[src/rtl/ssn_input_pipe_param.sv]
// Parametrised SSN bus input retiming pipe with a reset-release sequencer.
// The datapath stays cleared for RESET_HOLD cycles after reset, then carries live data.
module ssn_input_pipe_param #(
    parameter int DATA_WIDTH = 20,
    parameter int PIPE_DEPTH = 1,
    parameter int NEG_RETIME = 1,
    parameter int RESET_HOLD = 4
) (
    input  logic                  bus_clock,
    input  logic                  ijtag_reset,
    input  logic [DATA_WIDTH-1:0] bus_data_in,
    output logic [DATA_WIDTH-1:0] bus_data_out,
    output logic                  pipe_ready
);

    localparam logic [1:0] ST_CLEAR = 2'd0;
    localparam logic [1:0] ST_HOLD  = 2'd1;
    localparam logic [1:0] ST_RUN   = 2'd2;

    localparam logic [3:0]  HOLD_LAST = 4'(RESET_HOLD - 1);
    localparam int unsigned DEPTH_U   = PIPE_DEPTH;

    logic [1:0] state_q, state_d;
    logic [3:0] cnt_q, cnt_d;
    logic       sync_clear;

    always_comb begin
        state_d = state_q;
        cnt_d   = cnt_q;
        case (state_q)
            ST_CLEAR: begin
                cnt_d   = '0;
                state_d = (RESET_HOLD == 0) ? ST_RUN : ST_HOLD;
            end
            ST_HOLD: begin
                if (cnt_q == HOLD_LAST) begin
                    state_d = ST_RUN;
                end else begin
                    cnt_d = cnt_q + 4'd1;
                end
            end
            ST_RUN:  state_d = ST_RUN;
            default: state_d = ST_CLEAR;
        endcase
    end

    always_ff @(posedge bus_clock or posedge ijtag_reset) begin
        if (ijtag_reset) begin
            state_q <= ST_CLEAR;
            cnt_q   <= '0;
        end else begin
            state_q <= state_d;
            cnt_q   <= cnt_d;
        end
    end

    assign pipe_ready = (state_q == ST_RUN);
    assign sync_clear = ~pipe_ready;

    logic [DATA_WIDTH-1:0] stage_in;

    // The negedge stage sees sync_clear half a cycle after the posedge stages do.
    if (NEG_RETIME != 0) begin : g_neg
        logic [DATA_WIDTH-1:0] n0_q, n0_d;
        always_comb n0_d = sync_clear ? '0 : bus_data_in;
        always_ff @(negedge bus_clock) n0_q <= n0_d;
        assign stage_in = n0_q;
    end else begin : g_noneg
        assign stage_in = bus_data_in;
    end

    logic [DATA_WIDTH-1:0] r_q [PIPE_DEPTH];
    logic [DATA_WIDTH-1:0] r_d [PIPE_DEPTH];

    always_comb begin
        for (int unsigned i = 0; i < DEPTH_U; i++) begin
            r_d[i] = '0;
        end
        if (!sync_clear) begin
            r_d[0] = stage_in;
            for (int unsigned i = 1; i < DEPTH_U; i++) begin
                r_d[i] = r_q[i-1];
            end
        end
    end

    always_ff @(posedge bus_clock) begin
        r_q <= r_d;
    end

    // Output masking is combinational so reset blanks the bus without a clock edge.
    assign bus_data_out = pipe_ready ? r_q[PIPE_DEPTH-1] : '0;

endmodule

[config.mk]
export PLATFORM = sky130hd
export DESIGN_NAME = ssn_input_pipe_param
export DESIGN_NICKNAME = d
export VERILOG_FILES = /design/src/rtl/ssn_input_pipe_param.sv
export SDC_FILE = /design/constraint.sdc
export NUM_CORES = 1
export LEC_CHECK = 0
export BUFFER_PORTS_ARGS = -buffer_cell sky130_fd_sc_hd__buf_2
export CAP_MARGIN = 20
export CORE_UTILIZATION = 35
export CTS_CLUSTER_DIAMETER = 150
export DETAILED_ROUTE_END_ITERATION = 7
export HOLD_SLACK_MARGIN = 0.15
export PLACE_DENSITY = 0.65
export SYNTH_ARGS = -nofsm -noshare
export SYNTH_HDL_FRONTEND = slang
export SYNTH_SLANG_ARGS = --single-unit
[constraint.sdc]
create_clock -name bus_clock -period 4.4 [get_ports bus_clock]
set_clock_uncertainty 0.2 [all_clocks]
set_input_delay 0.22 -clock bus_clock [delete_from_list [all_inputs] [get_ports bus_clock]]
set_output_delay 0.22 -clock bus_clock [all_outputs]
set_load 0.05 [all_outputs]
# After elaboration in Yosys (flattened, before gate mapping)
# Index checks and enable logic that the tools add are counted.
classes:
  addsub: 1
  eq_ne: 5
  mux: 5
  reduce_logical: 3
op_table:
  columns: ["op", "count"]
  rows:
  - ["$mux 20", 1]
  - ["$pmux 4 s2", 1]
  - ["$pmux 2 s3", 1]
  - ["$add 4x1->4 const B", 1]
  - ["$eq 4x2->1 const B", 1]
  - ["$mux 4", 1]
  - ["$ne 2x2->1 const B", 2]
  - ["$eq 2x1->1 const B", 1]
  - ["$eq 2x2->1 const B", 1]
  - ["$logic_not 2->1", 1]
  - ["$mux 2", 1]
  - ["$reduce_and 2->1", 1]
  - ["$reduce_bool 2->1", 1]
word_totals:
  regBits: 46
  inputBits: 22
  output_inout_bits: 21
  word_cells: 18

# Logic depth before layout (Yosys ltp)
# Gate-level depths: netlist (run 1).
depth:
  ltp_word: 3
  ltp_mapped: 5
  mapped_depth_nobuf: 5

==> run_results.csv, run 1 <==
group,metric,value,unit
logic_synthesis,synth_area,1555,sq um
drt,wl_met1,1204,um
setup_path,crit_fanout,35,
floorplanning,die_h,68.66,um
sta,slew_headroom,0.8319,
cts,clkSlewWorstSetupHoldPaths,0.08,ns
logic_synthesis,syn-instance-count,138,
setup_path,slowest_delay,0.37,ns
outcome,status,"completed",
logic_synthesis,synth_area_leaders,"dfxtp_1 51%, and2_1 24%, dfrtp_1 9.7%",
sta,setup_tns,0,ns
setup_path,worstPathRequired,2.24,ns
cts,clock_latency,0.36,ns
logic_synthesis,postSynthAreaPerCell,11.27,sq um
power,leakage,1.004,nW
floorplanning,die_w,68.66,um
logic_synthesis,synth_most_common_cell,"and2_1",
min_path,min_path_type,"input pin to asynchronous set/reset pin",
logic_synthesis,synth_top_flop_cell,"dfxtp_1",
logic_synthesis,synth-seq-cells,46,
logic_synthesis,synth_top_cell_area_share,0.5149,
power,p_switching,227.5,uW
setup_path,startpoint_type,"flip-flop",
drt,drt-vias-per-instance,4.087,
power,vdd_drop_max,0.0002604,V
finish,syn2layout_area_growth,28.88,%
logic_synthesis,yosysTopAreaCell,"dfxtp_1",
cts,cts_root_buf,"clkbuf_8",
drt,route.detailed.drc,0,
sta,rsz0062_at_grt,"no",
drt,route.vias.total,1038,
sta,tightestPinTransition,0.2521,ns
cts,post_cts_buffers,0,
finish,drive_gt1_frac,0.2745,
cts,cts_tree,"built",
drt,routed_wirelength,2548,um
drt,drt_iter0_markers,24,
global_routing,grt_use_total,0.1307,
floorplanning,core_area,4144,sq um
global_routing,grt_max_degree,36,
global_routing,grt_pass1_wl,4353,um
setup_path,crit_arrival,1.35,ns
cts,hold_buffers,1,
finish,final_nets,229,
floorplanning,initial_core_util,0.3753,
power,power_frac_clock,0.403,
setup_path,crit_slowest_cell,"dfrtp_1",
setup_path,crit_path_cell_trace,"inv_1, ha_1, buf_4, and2_1",
drt,top_layer,"met4",
drt,dr_wl_met2,1081,um
logic_synthesis,ys_types,17,
cts,numCtsBuffers,5,
run,cap_violations,0,
sta,finalHoldViolCount,0,
floorplanning,die_area,4714,sq um
cts,clock_sinks,46,
placement,portBuffers,42,
drt,first_pass_iters,3,
placement,routabilityCongestion,0.6746,
power,power_frac_comb,0.086,
logic_synthesis,synth_fp_nets,164,
logic_synthesis,ys_warn_count,0,
placement,hpwl,1795,um
logic_synthesis,synth_common_cells,"60 x and2_1, 40 x dfxtp_1, 6 x clkbuf_1, 6 x dfrtp_1, 5 x inv_1",
power,p_per_area,431.3,nW/um^2
setup_path,critPathCaptureType,"flip-flop",
placement,dpl-instance-area,1821,sq um
drt,routed-wl-met3,191,um
sta,drv_slew,0,
global_routing,grt_overflow,0,
cts,cts_resized,0,
drt,routedWlPerCell,10.03,um
cts,htreeDepth,2,
global_routing,antenna_found_initial,0,
sta,setup_violations,0,
finish,final_cell_area,2004,sq um
floorplanning,row_count,23,
finish,num_antenna_cells,0,
cts,clock_path_buffers,2,
setup_path,worstSetupPathType,"flip-flop to flip-flop",
drt,ant_nets,0,
global_routing,grt_pass1_vias,1020,
floorplanning,io_pins,43,
power,power.internal,636.9,uW
logic_synthesis,async_flop_share,0.1304,
power,p_seq_frac,0.511,
logic_synthesis,synth_edf_count,0,
power,swShare,0.2632,
logic_synthesis,ys_seq_area_frac,0.6114,
[layer usage]
layer / vias up / track usage
met5: - / 0
met4: 0 / 0.07813
met3: 5 / 0.05592
met2: 31 / 0.1973
met1: 457 / 0.1531
li1: 545 / -
[registers in the layout, indices dropped and copies added, names as in the netlist]
signal and flops:
cnt_q 4, g_neg.n0_q 20, state_q 2, r_q 20
[critical path, delay by kind of cell (launching register included)]
family | cells | cell delay [ns]
buf+inv | 2 | 0.29
flops | 1 | 0.37
simple gates | 1 | 0.18
fa+ha+maj | 1 | 0.21
[cell usage in the layout (no fill, tap or decap)]
cell type,count
clkbuf_4,1
inv_1,24
dlygate4sd3_1,1
dfrtp_1,6
buf_2,42
mux2i_1,2
a22o_1,1
nand2b_1,1
bufinv_8,1
nor2_1,1
mux2_4,2
ha_1,4
and2_1,60
dfxtp_1,40
clkbuf_8,5
nand3_1,2
o21ai_0,1
o21ai_4,1
nand2_1,4
buf_4,2
inv_6,1
nand2b_4,1
xnor2_1,1
[power groups by stage]
| stage | Combinational [mW] | Clock [mW] | Sequential (mW) |
|---|---|---|---|
| finish | 0.0746 | 0.348 | 0.442 |
| global route | 0.0801 | 0.391 | 0.443 |
| CTS | 0.0757 | 0.361 | 0.442 |
| detailed placement | 0.0745 | 0.0292 | 0.449 |
| global placement | 0.0732 | 0.0292 | 0.449 |
| floorplan | 0.0543 | 0.0292 | 0.448 |
[through the flow]
| stage | util | power, mW | setup slack (ns) | hold WS [ns] | cells |
|---|---|---|---|---|---|
| floorplan | - | 0.5315 | 0.5736 | -0.1890 | 138 |
| global placement | 0.4393 | 0.5514 | 0.9032 | -0.06024 | 226 |
| detailed placement | 0.4393 | 0.5532 | 0.8583 | -0.05749 | 226 |
| CTS | 0.4837 | 0.8788 | 0.8885 | 0.1831 | 254 |
| global route | 0.4837 | 0.9145 | 0.8088 | 0.2118 | 254 |
| finish | 0.4837 | 0.8644 | 0.8952 | 0.1846 | 254 |
[final timing paths]
check	end	startpoint	slack, ns	cells past startpoint
worst min-delay path	cnt_q[1]	ijtag_reset	0.18	3
max in group asynchronous	cnt_q[2]	ijtag_reset	3.62	3
min in group bus_clock	cnt_q[0]	cnt_q[0]	0.32	1
worst max-delay path	g_neg.n0_q[19]	state_q[0]	0.90	4
worst min register to register	cnt_q[0]	cnt_q[0]	0.32	1
worst max register to register	g_neg.n0_q[19]	state_q[0]	0.90	4
[cells by family after synthesis]
| logic type | count (synthesis) | share of synthesized area |
|---|---|---|
| and+or+nand+nor | 69 | 0.2727 |
| DFF | 46 | 0.6114 |
| buffers and inverters | 11 | 0.02655 |
| muxes | 4 | 0.03218 |
| adders and majority gates | 4 | 0.03218 |
| AOI/OAI and AO/OA | 3 | 0.01931 |
| xor gates and xnor gates | 1 | 0.005633 |
[layout make-up]
type,count,area (sq um)
multi-input cells,81,563.0
inverters,4,15.01
clock buffers,6,76.32
clock inverters,22,101.3
fillers,393,2140
flip-flops and latches,46,950.9
repair buffers,45,235.2
well taps,50,62.56
(Power assumes the default switching activity.)
==> run 2: changes to the inputs <==
Settings changed: PLACE_DENSITY 0.65 to 0.67.
Clock period 4.4 ns to 3.15 ns, I/O delays scaled along.
==> run 2 against run 1 <==
Global-route usage decreased by 1.6 points. Non-clock buffer count increased by 1. Worst setup slack got worse by 0.54 ns. Worst hold slack improved by 0.13 ns. Register-to-register slack got worse by 0.54 ns. Highest routed layer unchanged.
==> run_results.csv, run 2 (synthesis results as in run 1) <==
group,metric,value,unit
global_routing,antenna_found_initial,0,
placement,hpwl,1577,um
cts,clock_latency,0.36,ns
cts,htreeDepth,2,
cts,clock_sinks,46,
sta,drv_slew,0,
outcome,status,"completed",
global_routing,grt_max_degree,50,
sta,setup_violations,0,
sta,holdWs,0.3141,ns
global_routing,grt_overflow,0,
setup_path,startpoint_type,"flip-flop",
power,power_frac_comb,0.089,
finish,fillers,396,
finish,final_nets,230,
power,power.internal,839.4,uW
global_routing,grt_pass1_vias,933,
finish,drive_gt1_frac,0.2780,
floorplanning,die_area,4714,sq um
setup_path,slowest_delay,0.37,ns
finish,num_antenna_cells,0,
drt,routed_wirelength,2241,um
global_routing,grt_use_total,0.1148,
cts,cts_tree,"built",
run,cap_violations,0,
power,swShare,0.2802,
finish,multiInputGateArea,565.5,sq um
drt,route.vias.total,1018,
sta,rsz0062_at_grt,"no",
floorplanning,initial_core_util,0.3753,
floorplanning,die_h,68.66,um
setup_path,crit_arrival,1.26,ns
drt,drt-vias-per-instance,3.992,
cts,cts_resized,0,
power,p_per_area,579.3,nW/um^2
setup_path,crit_slowest_cell,"dfrtp_1",
floorplanning,core_area,4144,sq um
setup_path,crit_path_cell_trace,"inv_1, ha_2, buf_12, and2_1",
floorplanning,die_w,68.66,um
power,power_frac_clock,0.383,
power,p_seq_frac,0.528,
sta,slew_headroom,0.8318,
setup_path,worstSetupPathType,"flip-flop to flip-flop",
finish,top_regs,"g_neg.n0_q: 20 flops, r_q: 20 flops, cnt_q: 4 flops",
drt,route.detailed.drc,0,
placement,portBuffers,42,
finish,layout_common_cells,"60 x and2_1, 42 x buf_2, 40 x dfxtp_1",
drt,first_pass_iters,3,
drt,ant_nets,0,
power,p_switching,326.8,uW
drt,routedWlPerCell,8.788,um
cts,numCtsBuffers,5,
sta,finalHoldViolCount,0,
finish,regArea,950.9,sq um
setup_path,critPathCaptureType,"flip-flop",
global_routing,grt_pass1_wl,3857,um
finish,final_core_util,0.4858,
drt,drt_iter0_markers,24,
setup_path,crit_fanout,49,
sta,setup_tns,0,ns
power,power,1.166,mW
cts,clkSlewWorstSetupHoldPaths,0.08,ns
floorplanning,row_count,23,
floorplanning,io_pins,43,
power,leakage,1.005,nW
setup_path,r2r_slack,0.35,ns
sta,fin_ws,0.3521,ns
finish,syn2layout_area_growth,29.44,%
cts,clock_path_buffers,2,
placement,routabilityCongestion,0.7072,
power,vdd_drop_max,0.0003764,V
placement,post-place-ws,0.3113,ns
min_path,min_path_type,"flip-flop to flip-flop",
cts,cts_root_buf,"clkbuf_8",
sta,tightestPinTransition,0.2540,ns
setup_path,worstPathRequired,1.62,ns
finish,final_common_cell,"and2_1",
[run 2: cell types whose count changed in the layout (fill, tap and decap cells not counted), sizes merged]
cell,change
clkbuf,-1
dlygate4sd3,+1
bufinv,-1
clkinv,+1
inv,+1
[run 2: path summary, 6_finish.rpt]
path,startpoint,cells after the start,endpoint
max in group asynchronous,ijtag_reset,4,cnt_q[0]
hold reg to reg,cnt_q[0],1,cnt_q[0]
min in group asynchronous,ijtag_reset,4,cnt_q[2]
hold / removal,cnt_q[0],1,cnt_q[0]
setup / recovery,state_q[0],4,g_neg.n0_q[19]
setup reg to reg,state_q[0],4,g_neg.n0_q[19]
[run 2: worst max-delay path, delay by kind of cell, from the launching register on]
family | cells | cell delay [ns]
adders and majority gates | 1 | 0.20
and+or+nand+nor | 1 | 0.16
DFF | 1 | 0.37
buffers and inverters | 2 | 0.23
[run 2: stage by stage]
step           instances  area [sq um]
6_report             255          2013
5_1_grt              255          2013
4_1_cts              255          2013
3_5_place_dp         226          1836
3_3_place_gp         226          1836
2_1_floorplan        138          1558
[run 2: cell type report]
| class | instances | area share |
|---|---|---|
| Sequential cell | 46 | 0.4723 |
| Multi-Input combinational cell | 81 | 0.2809 |
| Timing Repair Buffer | 46 | 0.1280 |
| Clock inverter | 23 | 0.04599 |
| Clock buffer | 5 | 0.03418 |
| Tap cell | 50 | 0.03108 |
| Inverter | 4 | 0.007458 |
[run 2: metal layers]
layer,global-route usage,routed length (um),vias to the layer above
li1,-,-,552
met1,0.1370,1065,429
met2,0.1642,919,30
met3,0.05592,200,7
met4,0.07031,56,0
met5,0,0,-
[run 2: power by group through the flow]
| stage | Sequential (mW) | Combinational, mW | Clock, mW |
|---|---|---|---|
| finish | 0.616 | 0.103 | 0.447 |
| global route | 0.618 | 0.112 | 0.509 |
| CTS | 0.616 | 0.105 | 0.461 |
| detailed placement | 0.627 | 0.103 | 0.0408 |
| global placement | 0.627 | 0.102 | 0.0408 |
| floorplan | 0.626 | 0.0758 | 0.0408 |
[run 2: repair_timing]
action / in CTS / in global routing
hold buffers: 2 / 0
buffers inserted: 0 / 0
endpoints found under the hold margin: 6 / 0
